**config.mk**
```make
export PLATFORM = sky130hd
export DESIGN_NAME = pwm_peripheral
export DESIGN_NICKNAME = d
export VERILOG_FILES = /design/src/rtl/pwm_peripheral.sv
export SDC_FILE = /design/constraint.sdc
export NUM_CORES = 1
export LEC_CHECK = 0
export CAP_MARGIN = 20
export CORE_ASPECT_RATIO = 0.75
export CORE_MARGIN = 5
export CORE_UTILIZATION = 49
export DETAILED_ROUTE_END_ITERATION = 10
export GPL_ROUTABILITY_DRIVEN = 0
export PLACE_DENSITY = 0.82
export SETUP_SLACK_MARGIN = 0.4
export SYNTH_ARGS = -nofsm -noshare
export SYNTH_HDL_FRONTEND = slang
export SYNTH_SLANG_ARGS = --single-unit
```
**constraint.sdc**
```tcl
create_clock -name clk -period 4.9 [get_ports clk]
set_input_delay 0.98 -clock clk [delete_from_list [all_inputs] [get_ports clk]]
set_output_delay 0.98 -clock clk [all_outputs]
set_load 0.03 [all_outputs]
```
**src/rtl/pwm_peripheral.sv**
```systemverilog
// 16-channel PWM/static output block driven directly from the SPI register bank.
// Optional duty shadow register (loaded at period start) enabled by PWM_SHADOW_DUTY_EN.
module pwm_peripheral #(
    parameter int unsigned CLK_DIV = 13
) (
    input  logic        clk,
    input  logic        rst,
    input  logic [7:0]  en_reg_out_7_0,
    input  logic [7:0]  en_reg_out_15_8,
    input  logic [7:0]  en_reg_pwm_7_0,
    input  logic [7:0]  en_reg_pwm_15_8,
    input  logic [7:0]  pwm_duty_cycle,
    output logic [15:0] out,
    output logic        period_start
);

    localparam int unsigned PRE_W = 16;
    localparam int unsigned CNT_W = 8;
    localparam int unsigned OUT_W = 16;
    localparam logic [PRE_W-1:0] PRE_MAX = PRE_W'(CLK_DIV - 1);
    localparam logic [CNT_W-1:0] CNT_MAX = {CNT_W{1'b1}};

    logic [PRE_W-1:0] prescaler;
    logic [CNT_W-1:0] pwm_cnt;
    logic [CNT_W-1:0] duty_eff;
    logic [OUT_W-1:0] en_out;
    logic [OUT_W-1:0] en_pwm;
    logic [OUT_W-1:0] out_next;
    logic             pre_wrap;
    logic             period_wrap;
    logic             pwm_sig;

    assign en_out      = {en_reg_out_15_8, en_reg_out_7_0};
    assign en_pwm      = {en_reg_pwm_15_8, en_reg_pwm_7_0};
    assign pre_wrap    = (prescaler == PRE_MAX);
    assign period_wrap = pre_wrap && (pwm_cnt == CNT_MAX);

    // Prescaler and PWM step counter; both restart at 0/0 on reset.
    always_ff @(posedge clk) begin
        if (rst) begin
            prescaler <= '0;
            pwm_cnt   <= '0;
        end else if (pre_wrap) begin
            prescaler <= '0;
            pwm_cnt   <= pwm_cnt + CNT_W'(1);
        end else begin
            prescaler <= prescaler + PRE_W'(1);
        end
    end

`ifdef PWM_SHADOW_DUTY_EN
    logic [CNT_W-1:0] duty_shadow;

    // Duty is only picked up at the 0/0 boundary so a period never mixes two duties.
    always_ff @(posedge clk) begin
        if (rst) begin
            duty_shadow <= '0;
        end else if (period_wrap) begin
            duty_shadow <= pwm_duty_cycle;
        end
    end

    assign duty_eff = duty_shadow;
`else
    assign duty_eff = pwm_duty_cycle;
`endif

    // 0xFF is forced high so the output does not drop during the cnt==255 step.
    always_comb begin
        pwm_sig  = 1'b0;
        out_next = '0;
        pwm_sig  = (duty_eff == CNT_MAX) || (pwm_cnt < duty_eff);
        out_next = en_out & (~en_pwm | {OUT_W{pwm_sig}});
    end

    always_ff @(posedge clk) begin
        if (rst) begin
            out          <= '0;
            period_start <= 1'b0;
        end else begin
            out          <= out_next;
            period_start <= period_wrap;
        end
    end

endmodule

```
# Word level (Yosys, flattened, before mapping)
# Cells that the tools add are included.
[totals]
ff_bits = 41
input_bits = 42
out_inout_bits = 17
elab_cells = 16
[op_classes]
add_sub_neg = 2
magnitude_cmp = 1
n_eq_ne = 3
n_bitwise = 3
reduce_logical = 3
[ops]
columns = ["cell", "n"]
rows = [
  ["$add A16 B1 Y16 const B", 1],
  ["$and A16 B16 Y16", 1],
  ["$eq A16 B4 Y1 const B", 1],
  ["$eq A8 B8 Y1 const B", 2],
  ["$not A16 Y16", 1],
  ["$or A16 B16 Y16", 1],
  ["$add A8 B1 Y8 const B", 1],
  ["$lt A8 B8 Y1", 1],
  ["$reduce_or A2 Y1", 1],
  ["$logic_and A1 B1 Y1", 1],
  ["$logic_or A1 B1 Y1", 1],
]

# Logic depth before layout (Yosys ltp)
[logic_depth]
ltp_word = 4
mapped_depth = 8
ltp_nobuf = 6

# Worst setup path after synthesis
# OpenSTA, ideal clock, no wires.
[synth_timing]
path_kind = "input to register"
startpoint = "in pwm_duty_cycle[6]"
endpoint = "reg out[0]"
setup_time_ps = 119
arrival_time_ps = 2283
required_ps = 4781
setup_slack_ps = 2498
path_stages = 7
path_buffers = 1
cell_sequence = "inv_1 ha_1 and4_1 o21ai_0 o32ai_2 buf_2 a21oi_1"
[synth_via]
elab_chain_len = 4
elab_cells_between_ends = 5
classes_between = "1 x order compare; 1 x eq/ne; 2 x bitwise; 1 x reduce/logical"
[synth_lines]
columns = ["element", "line", "rtl"]
rows = [
  ["from (decl)", "12", "input logic [7:0] pwm_duty_cycle,"],
  ["$lt A8 B8 Y1 / $eq A8 B8 Y1 (equally long branches)", "72", "pwm_sig = (duty_eff == CNT_MAX) || (pwm_cnt < duty_eff);"],
  ["$logic_or A1 B1 Y1 (*)", "72", ""],
  ["$or A16 B16 Y16 (*)", "73", "out_next = en_out & (~en_pwm | {OUT_W{pwm_sig}});"],
  ["$and A16 B16 Y16 (*)", "73", ""],
  ["to (signal assigned)", "81", "out <= out_next;"],
  ["to (decl)", "13", "output logic [15:0] out,"],
]
# Every way passes the cells marked *; elsewhere a longest branch is shown, timed or not.
# A chain may end at the register's enable or synchronous reset.

# Worst setup path in the final report
[layout_timing]
startpoint = "in pwm_duty_cycle[6]"
endpoint = "reg out[11]"
# Same word-level chain as after synthesis.

==> key figures <==
Critical path
  • Required time worst endpoint: 5050 ps
  • CP startpoint kind: input port
  • Setup CP Type: input port to register
  • CP Buf/Inv Count: 2
  • WP data arrival: 3130 ps
  • CP max FO: 16
  • Worst-path cell chain: clkdlybuf4s50_1 > inv_1 > ha_1 > and4_1 > o21ai_0 > o32ai_2 > a21oi_1
  • Cell with the largest stage delay on the worst path: o32ai_2
  • Worst r2r path cells: 6
  • Critical Path Max Stage Delay: between 800 and 900 ps
  • Critical path's top delay family: compound AO/OA/AOI/OAI gates
  • Critical path depth in cells: 7
  • Setup crit end kind: register

Worst hold path
  • Worst hold path cell count: 1
  • Worst hold path class: register to register

Power
  • PD cells: 254 nW/um^2
  • Maximum vdd drop: 0.000179 V
  • Pleak: 1.00 nW

Detailed routing
  • Vias: 1651
  • Routed Antenna Nets: 0
  • Vias/cell: 5.14
  • Total wire length: 4.14 mm
  • Starting DRC count in detailed routing: 68
  • Per-cell routed wire length: between 10 and 15 um
  • DR DRC count: 0
  • Drt pass-1 iters: 4

Cells and area
  • Commonest non-fill, non-tap cell in the layout: clkdlybuf4s50_1
  • Finished Cell Area: 2590 sq um
  • Layout fillers: 293
  • Layout cells sized above 1: 0.0595
  • # diodes: 0
  • Area Overhead vs Synth: 37.5%
  • Most frequent cells in the layout: 58 x clkdlybuf4s50_1, 41 x dfxtp_1, 24 x a21oi_1, 21 x nor2_1, 18 x nand2b_1
  • Final #Nets: 320

Synthesis
  • Cells after synthesis: 209
  • Top_reg_cell synth: dfxtp_1
  • Flops & latches, synth: 41
  • Seq/Total Area, Yosys: 0.435
  • Post-synth ARST share: 0
  • Unique cell type count in the Yosys netlist: 36
  • Synth warnings: 0
  • Syn Std Cell Area: 1890 sq um
  • Number of synthesized flops with an enable pin: 0
  • Syn Nets: between 200 and 300
  • Synthesized area per cell: 9.03 sq um

CTS
  • Hold buffers post-CTS: 0
  • Post-cts sizing count: 0
  • CTS Buffer Depth: 2
  • Inserted Clock Buffers: 5
  • Clk sink count: 41
  • Max H-tree Level: 2
  • Setup bufs post-CTS: 0
  • Clock transition at path regs: 80 ps
  • CTS tree: done
  • Skew-Pair Late Insertion Delay: 300 ps
  • Root Driver: clkbuf_8

Floorplan
  • Core area: 3680 sq um
  • Num rows: 19
  • Initial core utilization: 0.512
  • Ports: 59
  • Die Y-Extent: between 60 and 70 um
  • DIE AREA: 5200 sq um
  • Die Width: 81.7 um

Global routing
  • Antenna violations before repair: 0
  • Grt total ovfl: 0
  • Overall Global Routing Usage: 0.178
  • Largest net degree at the start of global routing: 27
  • Vias in the first global route: ~1600
  • First-pass GRT wire length: 7.08 mm

Timing
  • Slew Limit Fails: 0
  • RSZ-0062 raised after global routing: no
  • Achievable frequency: 0.335 GHz
  • Rel. slew slack: 0.349
  • Setup Skew: 3.43 ps
  • Tmin final: 2980 ps
  • Fin. Hold Viols: 0
  • Endpoints failing setup: 0
  • Final Cycle Share: 0.608
  • Final setup TNS: 0 ps
  • Worst-Margin Slew: 977 ps

Place
  • Port Buffers: 58
  • Cell Area, Placed: 2500 sq um
  • Hpwl dp: between 3 and 4 mm

Run
  • Max Cap Viol: 0

Outcome
  • Status: finished, final reports clean
state kept, by name, summed over array words and instances, names as in the netlist:
register      flops
period_start      1
pwm_cnt           8
out              16
prescaler        16
report_power, final:
part / internal, mW / switching (mW) / total [mW]
combinational: 0.0515 / 0.0373 / 0.0887
sequential: 0.342 / 0.00528 / 0.347
clock: 0.101 / 0.121 / 0.222
total: 0.495 / 0.163 / 0.658
Yosys cell counts (3+ instances only):
library cell,number,area share
dfxtp_1,41,0.44
a21oi_1,24,0.064
nor2_1,21,0.042
nand2b_1,18,0.060
inv_1,13,0.026
nand3_1,11,0.029
ha_1,10,0.066
nand4_1,7,0.023
xnor2_1,7,0.032
nand2_1,6,0.012
xor2_1,6,0.028
nor3_1,5,0.013
o21ai_0,4,0.011
buf_2,3,0.0080
o31ai_1,3,0.012
or3_1,3,0.0099
or4_1,3,0.012
per-stage QoR:
step	setup WS [ps]	util	hold WS [ps]	power, mW	std cells
finish	1920	0.704	503	0.658	321
global route	1700	0.704	551	0.684	321
CTS	1890	0.704	503	0.668	321
detailed placement	1530	0.680	482	0.445	313
global placement	1660	0.680	473	0.443	313
floorplan	2500	-	453	0.391	209
final timing paths:
check                    startpoint      endpoint  slack [ps]
hold reg to reg        prescaler[0]  prescaler[0]         500
setup / recovery  pwm_duty_cycle[6]       out[11]        1920
hold / removal         prescaler[0]  prescaler[0]         500
setup reg to reg       prescaler[0]    pwm_cnt[5]        2640
per-layer routing:
metal	GRT usage	wire, um	part of all wire
met3	0.111	589	0.14
met2	0.257	1680	0.40
met4	0.0747	76	0.018
met1	0.210	1800	0.43
met5	0	0	0
cell families (layout without fill, tap and decap cells):
group,count (synthesis),count (layout),share of synthesized area
simple gates,87,87,0.267
fa+ha+maj,10,10,0.0663
compound gates,37,37,0.121
xor+xnor,13,13,0.0603
flops,41,41,0.435
buf+inv,19,79,0.0404
mux,2,2,0.0106
worst register-to-register path, stage by stage, from the launching register on:
cell and delay [ps]:
dfxtp_1 360, inv_1 70, ha_1 130, nor4b_2 220
nand4_1 550, or4_1 690, a21oi_1 150
area by class of cell:
cell class,count,area [sq um],share of cell area
Timing Repair Buffer,58,581,0.224
Clock inverter,3,21.3,0.00820
Tap cell,52,65.1,0.0251
Sequential cell,41,821,0.316
Inverter,13,48.8,0.0188
Clock buffer,5,68.8,0.0265
Multi-Input combinational cell,149,990,0.381
Power figures use the tool's default switching activity.
